==> src/rtl/id_hazard_ctrl_if.sv <==
// Decode-stage hazard control bundle: pipe-register fields in, ID control strobes out.
// The slave side is the hazard controller, the master side is the pipeline around it.
interface id_hazard_ctrl_if #(
   parameter int REG_W = 5
);
   logic [6:0]       id_opcode;
   logic [REG_W-1:0] id_rs1;
   logic [REG_W-1:0] id_rs2;
   logic [6:0]       ex_opcode;
   logic [REG_W-1:0] ex_rd;
   logic [6:0]       wb_opcode;
   logic [REG_W-1:0] wb_rd;
   logic             br_taken;
   logic             mem_stall;
   logic             load_regfile;
   logic             bubble;
   logic             w_en;
   logic [REG_W-1:0] dest;
   logic [1:0]       adder_mux;
   logic             busy;

   modport slave (
      input  id_opcode, id_rs1, id_rs2, ex_opcode, ex_rd, wb_opcode, wb_rd,
             br_taken, mem_stall,
      output load_regfile, bubble, w_en, dest, adder_mux, busy
   );

   modport master (
      output id_opcode, id_rs1, id_rs2, ex_opcode, ex_rd, wb_opcode, wb_rd,
             br_taken, mem_stall,
      input  load_regfile, bubble, w_en, dest, adder_mux, busy
   );
endinterface

==> src/rtl/id_hazard_ctrl.sv <==
// RV32I decode-stage control: write-back enable, branch adder select, load-use stall
// and post-branch squash sequencing for the IF/ID and ID/EX registers.
module id_hazard_ctrl #(
   parameter int SQUASH_CYCLES   = 2,
   parameter int LOAD_USE_CYCLES = 1,
   parameter int REG_W           = 5
) (
   input  logic          clk,
   input  logic          rst_n,
   id_hazard_ctrl_if.slave bus
);
   localparam logic [6:0] OP_LUI   = 7'b0110111;
   localparam logic [6:0] OP_AUIPC = 7'b0010111;
   localparam logic [6:0] OP_JAL   = 7'b1101111;
   localparam logic [6:0] OP_JALR  = 7'b1100111;
   localparam logic [6:0] OP_BR    = 7'b1100011;
   localparam logic [6:0] OP_LOAD  = 7'b0000011;
   localparam logic [6:0] OP_STORE = 7'b0100011;
   localparam logic [6:0] OP_IMM   = 7'b0010011;
   localparam logic [6:0] OP_REG   = 7'b0110011;

   localparam logic [REG_W-1:0] X0      = '0;
   localparam logic [2:0]       SQ_INIT = 3'(SQUASH_CYCLES - 1);
   localparam logic [2:0]       ST_INIT = 3'(LOAD_USE_CYCLES - 1);

   typedef enum logic [1:0] {RUN, STALL, SQUASH} state_t;

   state_t     state;
   logic [2:0] sq_cnt;
   logic [2:0] st_cnt;

   logic rs1_used;
   logic rs2_used;
   logic hazard;
   logic wb_writes;
   logic load_regfile_c;
   logic bubble_c;
   logic [1:0] adder_mux_c;

   assign rs1_used = !(bus.id_opcode == OP_LUI || bus.id_opcode == OP_AUIPC ||
                       bus.id_opcode == OP_JAL);
   assign rs2_used = (bus.id_opcode == OP_REG || bus.id_opcode == OP_BR ||
                      bus.id_opcode == OP_STORE);
   assign hazard   = (bus.ex_opcode == OP_LOAD) && (bus.ex_rd != X0) &&
                     ((rs1_used && bus.id_rs1 == bus.ex_rd) ||
                      (rs2_used && bus.id_rs2 == bus.ex_rd));

   always_comb begin
      wb_writes = 1'b0;
      case (bus.wb_opcode)
         OP_IMM, OP_LUI, OP_LOAD, OP_AUIPC, OP_JAL, OP_JALR, OP_REG: wb_writes = 1'b1;
         default: wb_writes = 1'b0;
      endcase
   end

   always_comb begin
      adder_mux_c = 2'b00;
      if (bus.id_opcode == OP_BR)
         adder_mux_c = 2'b10;
      else if (bus.id_opcode == OP_JAL)
         adder_mux_c = 2'b01;
   end

   // Strobes react in the same cycle as the event; a frozen pipe neither loads nor bubbles.
   always_comb begin
      load_regfile_c = 1'b1;
      bubble_c       = 1'b0;
      if (!rst_n) begin
         load_regfile_c = 1'b0;
         bubble_c       = 1'b1;
      end else if (bus.mem_stall) begin
         load_regfile_c = 1'b0;
         bubble_c       = 1'b0;
      end else if (bus.br_taken) begin
         load_regfile_c = 1'b1;
         bubble_c       = 1'b1;
      end else begin
         case (state)
            SQUASH: begin
               load_regfile_c = 1'b1;
               bubble_c       = 1'b1;
            end
            STALL: begin
               load_regfile_c = 1'b0;
               bubble_c       = 1'b1;
            end
            default: begin
               if (hazard) begin
                  load_regfile_c = 1'b0;
                  bubble_c       = 1'b1;
               end
            end
         endcase
      end
   end

   always_ff @(posedge clk) begin
      if (!rst_n) begin
         state  <= RUN;
         sq_cnt <= 3'd0;
         st_cnt <= 3'd0;
      end else if (bus.mem_stall) begin
         state  <= state;
      end else if (bus.br_taken) begin
         st_cnt <= 3'd0;
         sq_cnt <= SQ_INIT;
         state  <= (SQUASH_CYCLES > 1) ? SQUASH : RUN;
      end else begin
         case (state)
            SQUASH: begin
               if (sq_cnt != 3'd0)
                  sq_cnt <= sq_cnt - 3'd1;
               if (sq_cnt <= 3'd1)
                  state <= RUN;
            end
            STALL: begin
               if (st_cnt != 3'd0)
                  st_cnt <= st_cnt - 3'd1;
               if (st_cnt <= 3'd1)
                  state <= RUN;
            end
            RUN: begin
               if (hazard && LOAD_USE_CYCLES > 1) begin
                  state  <= STALL;
                  st_cnt <= ST_INIT;
               end
            end
            default: state <= RUN;
         endcase
      end
   end

   assign bus.load_regfile = load_regfile_c;
   assign bus.bubble       = bubble_c;
   assign bus.w_en         = rst_n && wb_writes && (bus.wb_rd != X0);
   assign bus.dest         = bus.wb_rd;
   assign bus.adder_mux    = adder_mux_c;
   assign bus.busy         = rst_n && (state != RUN);
endmodule
==> src/flat_wrapper.sv <==
// flat-port wrapper written by rule: the top's interface ports become plain ports
module id_hazard_ctrl_flat 
#(
   parameter int SQUASH_CYCLES   = 2,
   parameter int LOAD_USE_CYCLES = 1,
   parameter int REG_W           = 5
)
  (clk, rst_n, bus_id_opcode, bus_id_rs1, bus_id_rs2, bus_ex_opcode, bus_ex_rd, bus_wb_opcode, bus_wb_rd, bus_br_taken, bus_mem_stall, bus_load_regfile, bus_bubble, bus_w_en, bus_dest, bus_adder_mux, bus_busy);
  id_hazard_ctrl_if #(.REG_W(REG_W)) bus_i ();
  input  logic clk;
  input  logic rst_n;
  input wire logic [$bits(bus_i.id_opcode)-1:0] bus_id_opcode;
  input wire logic [$bits(bus_i.id_rs1)-1:0] bus_id_rs1;
  input wire logic [$bits(bus_i.id_rs2)-1:0] bus_id_rs2;
  input wire logic [$bits(bus_i.ex_opcode)-1:0] bus_ex_opcode;
  input wire logic [$bits(bus_i.ex_rd)-1:0] bus_ex_rd;
  input wire logic [$bits(bus_i.wb_opcode)-1:0] bus_wb_opcode;
  input wire logic [$bits(bus_i.wb_rd)-1:0] bus_wb_rd;
  input wire logic [$bits(bus_i.br_taken)-1:0] bus_br_taken;
  input wire logic [$bits(bus_i.mem_stall)-1:0] bus_mem_stall;
  output wire logic [$bits(bus_i.load_regfile)-1:0] bus_load_regfile;
  output wire logic [$bits(bus_i.bubble)-1:0] bus_bubble;
  output wire logic [$bits(bus_i.w_en)-1:0] bus_w_en;
  output wire logic [$bits(bus_i.dest)-1:0] bus_dest;
  output wire logic [$bits(bus_i.adder_mux)-1:0] bus_adder_mux;
  output wire logic [$bits(bus_i.busy)-1:0] bus_busy;
  assign bus_i.id_opcode = bus_id_opcode;
  assign bus_i.id_rs1 = bus_id_rs1;
  assign bus_i.id_rs2 = bus_id_rs2;
  assign bus_i.ex_opcode = bus_ex_opcode;
  assign bus_i.ex_rd = bus_ex_rd;
  assign bus_i.wb_opcode = bus_wb_opcode;
  assign bus_i.wb_rd = bus_wb_rd;
  assign bus_i.br_taken = bus_br_taken;
  assign bus_i.mem_stall = bus_mem_stall;
  assign bus_load_regfile = bus_i.load_regfile;
  assign bus_bubble = bus_i.bubble;
  assign bus_w_en = bus_i.w_en;
  assign bus_dest = bus_i.dest;
  assign bus_adder_mux = bus_i.adder_mux;
  assign bus_busy = bus_i.busy;
  id_hazard_ctrl #(.SQUASH_CYCLES(SQUASH_CYCLES), .LOAD_USE_CYCLES(LOAD_USE_CYCLES), .REG_W(REG_W)) u_core (.clk(clk), .rst_n(rst_n), .bus(bus_i));
endmodule
==> config.mk <==
export PLATFORM = sky130hd
export DESIGN_NAME = id_hazard_ctrl_flat
export DESIGN_NICKNAME = d
export VERILOG_FILES = /design/src/rtl/id_hazard_ctrl_if.sv /design/src/rtl/id_hazard_ctrl.sv /design/src/flat_wrapper.sv
export SDC_FILE = /design/constraint.sdc
export NUM_CORES = 1
export LEC_CHECK = 0
export CORE_MARGIN = 3
export CORE_UTILIZATION = 28
export CTS_BUF_LIST = sky130_fd_sc_hd__clkbuf_2 sky130_fd_sc_hd__clkbuf_4 sky130_fd_sc_hd__clkbuf_8
export CTS_CLUSTER_DIAMETER = 60
export DETAILED_ROUTE_END_ITERATION = 16
export PLACE_DENSITY = 0.73
export SYNTH_ARGS = -nofsm -noshare
export SYNTH_HDL_FRONTEND = slang
export SYNTH_SLANG_ARGS = --single-unit
==> constraint.sdc <==
create_clock -name clk -period 1.35 [get_ports clk]
set_input_delay 0.27 -clock clk [delete_from_list [all_inputs] [get_ports clk]]
set_output_delay 0.27 -clock clk [all_outputs]
set_load 0.005 [all_outputs]
### Word level (Yosys, flattened, before mapping)

Index checks and enable logic that the tools add are counted.
Widths: inputs -> output; s select.

* word-level logic and storage cells: 80
* output and inout bits: 11
* memories: 0
* ROM bits: 0
* bits in latches: 0
* RAM bits: 0
* flip-flop bits (word level): 8
* input port bits: 45

* $add $sub $neg: 2
* $mul: 0
* divide/modulo/power cells: 0
* equality and inequality tests: 21
* multiplexer cells: 23
* shifts and indexed selects: 0
* $lt $le $gt $ge: 2
* bitwise operators: 1
* reductions and logical operators: 28

Operators with widths (count)
* $eq 7x6->1 const B: 5
* $eq 7x7->1 const B: 4
* $eq 7x5->1 const B: 3
* $mux 3: 6
* $eq 7x2->1 const B: 2
* $mux 1: 11
* $eq 5x5->1: 2
* $reduce_bool 2->1: 5
* $reduce_bool 5->1: 2
* $mux 2: 4
* $logic_and 1x1->1: 7
* $reduce_or 7->1: 1
* $le 3x1->1 const B: 2
* $ne 3x2->1 const B: 2
* $pmux 2 s3: 1
* $reduce_and 3->1: 2
* $reduce_bool 3->1: 2
* $sub 3x1->3 const B: 2
* $logic_or 1x1->1: 5
* $reduce_and 4->1: 1
* $eq 2x1->1 const B: 1
* $eq 2x2->1 const B: 1
* $logic_not 2->1: 1
* $ne 2x2->1 const B: 1
* other kinds (4): 4

### Depth between registers and ports, before layout

Gate-level depths: netlist of the first run.

* word-level depth: 12
* mapped depth: 6
* depth with buffers taken out: 6

### Worst setup path after synthesis of the first run

OpenSTA, ideal clock, no wires.

* path kind: input to output
* start: input port bus_ex_rd[1]
* end: output port bus_bubble
* cell stages on the path: 4
* arrival: 1.189 ns
* slack: -0.109 ns
* path buffers: 0
* data required time: 1.080 ns
* cell sequence: or4_4 > o211a_1 > nand4_1 > a32oi_1

* word-level cells in the longest chain between the ends: 9
* elaborated cells between the ends (all ways): 13
* classes of those cells: 2 x eq/ne; 5 x mux; 6 x reduce/logical

Ends and longest elaborated chain
* from (decl): RTL line flat_wrapper.sv:16 `input wire logic [$bits(bus_i.ex_rd)-1:0] bus_ex_rd;`
* $eq 5x5->1 (on tied branches): RTL line id_hazard_ctrl.sv:45, id_hazard_ctrl.sv:46
* $logic_and 1x1->1 (on tied branches): RTL line id_hazard_ctrl.sv:45, id_hazard_ctrl.sv:46
* $logic_or 1x1->1: RTL line id_hazard_ctrl.sv:45 `((rs1_used && bus.id_rs1 == bus.ex_rd) ||`
* $logic_and 1x1->1 *: RTL line id_hazard_ctrl.sv:44 `assign hazard = (bus.ex_opcode == OP_LOAD) && (bus.ex_rd != X0) &&`
* $mux 1 *: RTL line id_hazard_ctrl.sv:88 `if (hazard) begin`
* $mux 1 *: RTL line id_hazard_ctrl.sv:78 `case (state)`
* $mux 1 *: RTL line id_hazard_ctrl.sv:74 `end else if (bus.br_taken) begin`
* $mux 1 *: RTL line id_hazard_ctrl.sv:71 `end else if (bus.mem_stall) begin`
* $mux 1 *: RTL line id_hazard_ctrl.sv:68 `if (!rst_n) begin`
* to (decl): RTL line flat_wrapper.sv:22 `output wire logic [$bits(bus_i.bubble)-1:0] bus_bubble;`

Mark *: on every way between the ends. The rest lies on a longest branch, timed or not.

### Final worst setup path of the first run

* start: input port bus_ex_rd[1]
* end: output port bus_load_regfile

* word-level cells in the longest chain between the ends: 9
* elaborated cells between the ends (all ways): 13
* classes of those cells: 2 x eq/ne; 5 x mux; 6 x reduce/logical

Ends and longest elaborated chain
* $eq 5x5->1 (on tied branches): RTL line id_hazard_ctrl.sv:45, id_hazard_ctrl.sv:46
* $logic_and 1x1->1 (on tied branches): RTL line id_hazard_ctrl.sv:45, id_hazard_ctrl.sv:46
* $logic_or 1x1->1: RTL line id_hazard_ctrl.sv:45
* $logic_and 1x1->1 *: RTL line id_hazard_ctrl.sv:44
* $mux 1 *: RTL line id_hazard_ctrl.sv:88
* $pmux 1 s2 *: RTL line id_hazard_ctrl.sv:78
* $mux 1 *: RTL line id_hazard_ctrl.sv:74
* $mux 1 *: RTL line id_hazard_ctrl.sv:71
* $mux 1 *: RTL line id_hazard_ctrl.sv:68
* to (decl): RTL line flat_wrapper.sv:21 `output wire logic [$bits(bus_i.load_regfile)-1:0] bus_load_regfile;`

Marked as above.

==> results by group, run 1 <==
Status
  • Outcome: finished with violations
  • Failing checks: negative setup slack

Timing
  • WHS: 486 ps
  • Setup-failing EPs final: 4
  • Final Hold Fails: 0
  • Worst clock skew: 1.57 ps
  • Peak Freq: 547 MHz
  • Max-slew violation count: 0
  • Slew @ Worst Pin: 282 ps
  • Final worst path period share: 135%
  • Final min period: 1830 ps
  • Post-Route Setup TNS: -1070 ps
  • Setup repair after global routing missed its margin: yes
  • Worst setup margin: -479 ps
  • Slew Limit Headroom: 81.1%

Floorplanning
  • Initial core utilization: 30.3%
  • Die span in x: 52.8 µm
  • Die area: 2790 µm²
  • Core Region: 2020 µm²
  • IO Pins: 56
  • Floorplan row count: 16
  • Chip Height: 52.8 µm

Worst setup path
  • Type of origin of the critical path: input pin
  • R2R setup slack: -20 ps
  • Reg-to-Reg Start: u_core.sq_cnt[0]
  • Worst Setup SP: bus_ex_rd[1]
  • Critical path endpoint category: output pin
  • Critical path endpoint: bus_load_regfile
  • Worst Path Required: 1080 ps
  • Crit-path max FO: 3
  • R2R depth: 6
  • FF-to-FF End: u_core.sq_cnt[2]
  • Critical Path AT: 1560 ps
  • CP Class: input pin to output pin

Routing
  • Final WL: 2.56 mm
  • Initial DRT Pass Iterations: 4
  • Vias/cell: 5.02
  • Avg WL per Cell: 14.7 µm
  • Routed Antenna Nets: 0
  • Vias: 873
  • DRC: 0
  • Starting DRT DRC Count: 14

Clocking
  • Max clock buf depth: 2
  • Sink Count: 4
  • Worst-Skew Late Latency: 240 ps
  • Clock transition at path regs: 40 ps
  • H-tree levels: 1
  • Clock Tree Root: clkbuf_4
  • CTS tree: built
  • Total CTS buffers: 3

Global routing
  • GRT Residual Overflow: 0
  • Number of global-route vias before repair: 844
  • Total GRT Usage: 17.5%
  • Global-route wire length before repair: 3.59 mm
  • Largest net degree at the start of global routing: 9
  • Antenna violations before repair: 0

Final layout
  • Inserted Diodes: 0
  • Final non-filler cell total: 174
  • Most frequent cells in the layout: buf_2, buf_4, clkdlybuf4s50_1
  • Net count, final: 197
  • Area Overhead vs Synth: 130%
  • Final core occ: 69.9%
  • Fraction of layout cells with a size suffix above 1: 58.5%
  • Most common cell after layout, fill and taps aside: buf_2

Min path
  • Min-Delay Startpoint: u_core.sq_cnt[1]
  • Hold crit path type: register to register

Yosys
  • Total of warnings raised by yosys: 0
  • Top post-synthesis cells by area: xor2_1, dfxtp_1, buf_4
  • Mux contribution to synthesized area: 0%
  • Adder-cell share of the synthesized area: 6.12%
  • Count of cell types in the netlist: 35
  • Synth Area in Compound Gates: 23.7%
  • XOR/XNOR Fraction of Synth Area: 14.3%
  • Post-synthesis cell area: 613 µm²
  • Cell accounting for the most synthesized area: xor2_1
  • Post-Synth Simple-Gate Area: 33.1%
  • Syn Inst Count: 76
  • Largest family of logic cells by synthesized area: simple AND/OR/NAND/NOR gates
  • Register bit total from synthesis: 4
  • Synthesized area per cell: 8.07 µm²
  • Post-synth net total: 124
  • Sequential area share after synthesis: 13.1%
  • Share of the synthesized area in the top cell type: 14.3%

Placement
  • Dpl hpwl: 1.81 mm
  • Dpl cells: 164
  • Routability Congestion: 0.776
  • PortBufs: 55

Power and ir drop
  • Peak supply drop: 0.305 mV
  • Pwr/cell area: 458 nW/µm²
  • Leak: 0.000615 µW
  • Design Power: 647 µW

Run
  • Max capacitance violation total: 0
flip-flops by register name (all words and copies together), names as in the netlist:
signal         flops
u_core.sq_cnt      3
u_core.state       1
power breakdown:
group	switching (µW)	internal [µW]	total, µW
combinational	146	207	354
clock	59.0	100	159
sequential	6.27	128	134
metal layers:
layer  track usage (%)  up-vias  wire [µm]  share of wire [%]
li1                  -      419          -                  -
met1              17.0      393        858                 34
met2              33.1       57       1360                 53
met3              7.41        4        318                 12
met4              5.11        0         22               0.86
met5                 0        -          0                  0
critical path: stages:
cell and delay (ps):
buf_8 100, buf_6 110, xor2_2 140, a311oi_2 230, a32oi_1 150, o41a_1 430
buf_2 130
synthesized netlist by cell type:
library cell	instances
nor3_1	1
a21boi_0	2
buf_4	6
and3_1	1
and3_2	1
or4_1	4
o2111ai_1	1
and4_1	1
and2_1	1
nor4b_2	1
nand2_1	3
ha_1	3
o31ai_1	2
o21ai_0	3
nor3b_1	2
and3b_1	1
or4_4	1
a32oi_1	2
nand3_1	1
inv_1	4
a311oi_2	1
nor2_1	4
dfxtp_1	4
xor2_1	10
nor2b_1	1
o211ai_1	1
nor4_1	1
nand2b_1	2
a21oi_1	4
o211a_1	1
a21bo_2	1
o41a_1	1
nand4b_1	1
nand4_1	1
nor4b_1	2
worst min path at each step:
stage	end	slack, ps	cells past startpoint
floorplan	u_core.sq_cnt[2]	390	2
global placement	u_core.sq_cnt[1]	470	2
detailed placement	u_core.sq_cnt[2]	480	2
CTS	u_core.sq_cnt[1]	480	2
global route	u_core.sq_cnt[1]	500	2
finish	u_core.sq_cnt[1]	490	2
timing repair:
action                                  4_1_cts  5_1_grt
pin swaps                                    23       20
resized for setup                           146       33
endpoints found under the hold margin         0        0
buffers inserted                              5        3
endpoints found under the setup margin       14        7
hold buffers                                  0        0
metrics by stage:
stage	setup slack [ps]	instance area [µm²]
after global placement	-1080	1260
final	-479	1410
after floorplan	-109	631
after global routing	-515	1410
after detailed placement	-1090	1260
after CTS	-455	1320
cell type report:
| type | count | area, µm² |
|---|---|---|
| clock buffers | 3 | 22.5 |
| multi-input cells | 62 | 643 |
| inverters | 4 | 17.5 |
| flip-flops and latches | 4 | 83.8 |
| fillers | 170 | 609 |
| well taps | 27 | 33.8 |
| repair buffers | 74 | 612 |
cells by family (layout without fill, tap and decap cells):
logic type	count (synthesis)	count (layout)
AO/OA/AOI/OAI	19	19
adder cells (fa/ha/maj)	3	3
buffers and inverters	10	81
AND/OR/NAND/NOR	30	30
XOR/XNOR	10	10
flip-flops	4	4
Power figures use the tool's default switching activity.
==> run 2, diff against run 1 <==
--- a/config.mk
+++ b/config.mk
@@ -8,7 +8,7 @@
 export CORE_MARGIN = 3
 export CORE_UTILIZATION = 28
 export CTS_BUF_LIST = sky130_fd_sc_hd__clkbuf_2 sky130_fd_sc_hd__clkbuf_4 sky130_fd_sc_hd__clkbuf_8
-export CTS_CLUSTER_DIAMETER = 60
+export CTS_CLUSTER_DIAMETER = 30
 export DETAILED_ROUTE_END_ITERATION = 16
 export PLACE_DENSITY = 0.73
 export SYNTH_ARGS = -nofsm -noshare
==> results of run 2 <==
No change in the layout: final DEF, timing and power equal those of run 1.
==> run 3, diff against run 2 <==
--- a/config.mk
+++ b/config.mk
@@ -5,12 +5,14 @@
 export SDC_FILE = /design/constraint.sdc
 export NUM_CORES = 1
 export LEC_CHECK = 0
+export CAP_MARGIN = 10
 export CORE_MARGIN = 3
 export CORE_UTILIZATION = 28
 export CTS_BUF_LIST = sky130_fd_sc_hd__clkbuf_2 sky130_fd_sc_hd__clkbuf_4 sky130_fd_sc_hd__clkbuf_8
 export CTS_CLUSTER_DIAMETER = 30
 export DETAILED_ROUTE_END_ITERATION = 16
 export PLACE_DENSITY = 0.73
+export REMOVE_ABC_BUFFERS = 1
 export SYNTH_ARGS = -nofsm -noshare
 export SYNTH_HDL_FRONTEND = slang
 export SYNTH_SLANG_ARGS = --single-unit
==> results by group, run 3 (same netlist as run 1, synthesis figures left out) <==
Final layout
  • Biggest register: u_core.sq_cnt
  • Fin area: 1370 µm²
  • Net count, final: 195
  • Top Registers: u_core.sq_cnt (3), u_core.state (1)
  • Most common cell after layout, fill and taps aside: buf_2
  • Most frequent cells in the layout: buf_2, clkdlybuf4s50_1, buf_6, buf_4, dlygate4sd2_1
  • Area Overhead vs Synth: 124%
  • Fraction of layout cells with a size suffix above 1: 52.4%
  • Max reg flops: 3
  • FILL cells: 176
  • Inserted Diodes: 0

Clocking
  • Max clock buf depth: 2
  • Total CTS buffers: 3
  • Sink Count: 4
  • Post-CTS Hold Fix Bufs: 0
  • H-tree levels: 1
  • Clock Tree Root: clkbuf_4
  • Clock transition at path regs: 40 ps
  • Worst-Skew Late Latency: 240 ps
  • CTS tree: built

Status
  • Outcome: finished with violations
  • Failing checks: negative setup slack

Run
  • Max capacitance violation total: 0

Floorplanning
  • Die span in x: 52.8 µm
  • Initial core utilization: 30.3%
  • Core Region: 2020 µm²
  • Floorplan row count: 16
  • Die area: 2790 µm²
  • Chip Height: 52.8 µm
  • IO Pins: 56

Power and ir drop
  • Pwr/cell area: 453 nW/µm²
  • Peak supply drop: 0.242 mV
  • Leak: 0.000600 µW

Worst setup path
  • Critical path endpoint category: output pin
  • CP Class: input pin to output pin
  • R2R setup slack: -40 ps
  • FF-to-FF End: u_core.sq_cnt[0]
  • Worst Setup SP: bus_id_rs1[3]
  • Reg-to-Reg Start: u_core.sq_cnt[0]
  • Critical path, cell by cell: buf_2 -> xor2_1 -> a311oi_2 -> a32oi_1 -> o41a_1 -> buf_2
  • Crit-path max FO: 2
  • Worst path slowest cell: o41a_1
  • Critical path endpoint: bus_load_regfile
  • Type of origin of the critical path: input pin
  • Critical Path AT: 1520 ps
  • Largest stage delay, worst path: 410 ps
  • R2R depth: 6
  • CP most frequent cell: buf_2
  • Worst Path Required: 1080 ps

Routing
  • Final WL: 2.25 mm
  • Vias/cell: 4.95
  • Initial DRT Pass Iterations: 4
  • Routed Antenna Nets: 0
  • Vias: 851
  • Starting DRT DRC Count: 9
  • DRC: 0
  • Avg WL per Cell: 13.1 µm

Timing
  • Setup repair after global routing missed its margin: yes
  • Max-slew violation count: 0
  • Setup-failing EPs final: 8
  • Slew @ Worst Pin: 272 ps
  • Worst setup margin: -436 ps
  • Peak Freq: 560 MHz
  • Slew Limit Headroom: 81.9%
  • Final min period: 1790 ps
  • Worst clock skew: 4.26 ps
  • Final worst path period share: 132%
  • WHS: 458 ps
  • Final Hold Fails: 0

Global routing
  • Largest net degree at the start of global routing: 9
  • GRT Residual Overflow: 0
  • Antenna violations before repair: 0
  • Global-route wire length before repair: 3.61 mm
  • Number of global-route vias before repair: 901
  • Total GRT Usage: 17.0%

Placement
  • Routability Congestion: 0.710
  • Placed cell areas: 1260 µm²
  • PortBufs: 55
  • Dpl hpwl: 1.73 mm

Min path
  • Hold crit path type: input pin to register
==> run 3: area by class of cell <==
| cell class | instances | area, µm² | area share, % |
|---|---|---|---|
| clock buffer | 3 | 22.5 | 1.64 |
| inverter | 4 | 15.0 | 1.09 |
| multi-input combinational | 62 | 631 | 45.9 |
| sequential | 4 | 81.3 | 5.92 |
| tap | 27 | 33.8 | 2.46 |
| timing repair buffer | 72 | 591 | 43.0 |
==> run 3: how the worst min path moves through the flow <==
| stage | startpoint | slack (ps) | depth (start not counted) | to |
|---|---|---|---|---|
| after floorplan | rst_n | 390 | 2 | u_core.sq_cnt[2] |
| after global routing | rst_n | 480 | 4 | u_core.sq_cnt[2] |
| after CTS | u_core.sq_cnt[1] | 490 | 2 | u_core.sq_cnt[1] |
| after global placement | u_core.sq_cnt[1] | 470 | 2 | u_core.sq_cnt[1] |
| after detailed placement | u_core.sq_cnt[1] | 480 | 2 | u_core.sq_cnt[1] |
| final | rst_n | 460 | 4 | u_core.sq_cnt[2] |
==> run 3: stage by stage <==
stage	setup WS (ps)	TNS (ps)	cells	power [µW]	util, %
after floorplan	-109	-258	70	215	-
after global placement	-1120	-6880	166	434	62.2
after detailed placement	-1120	-6850	166	439	62.2
after CTS	-411	-1360	171	615	66.3
after global routing	-498	-1830	172	668	67.9
final	-436	-1430	172	622	67.9
==> run 3: metal layers <==
layer  routed length (µm)  vias up  share of wire (%)  GRT usage [%]
met1                  794      378                 35           17.1
met4                   32        0                1.4           5.11
met3                  318        4                 14           6.27
met2                 1110       50                 49           31.8
li1                     -      419                  -              -
met5                    0        -                  0              0
==> run 3: what timing repair did <==
action | in CTS | in global routing
pin swaps | 27 | 7
buffers inserted | 3 | 1
gates resized for setup | 157 | 12
setup endpoints to repair | 14 | 9
==> run 3: where the power goes <==
group / switching [µW] / internal, µW
sequential: 5.92 / 127
clock: 51.7 / 99.7
combinational: 138 / 200
==> run 3: worst max-delay path: cells and delay by family <==
| family | cells | cell delay [ps] |
|---|---|---|
| xor gates and xnor gates | 1 | 150 |
| buffers and inverters | 2 | 230 |
| AOI/OAI and AO/OA | 3 | 860 |
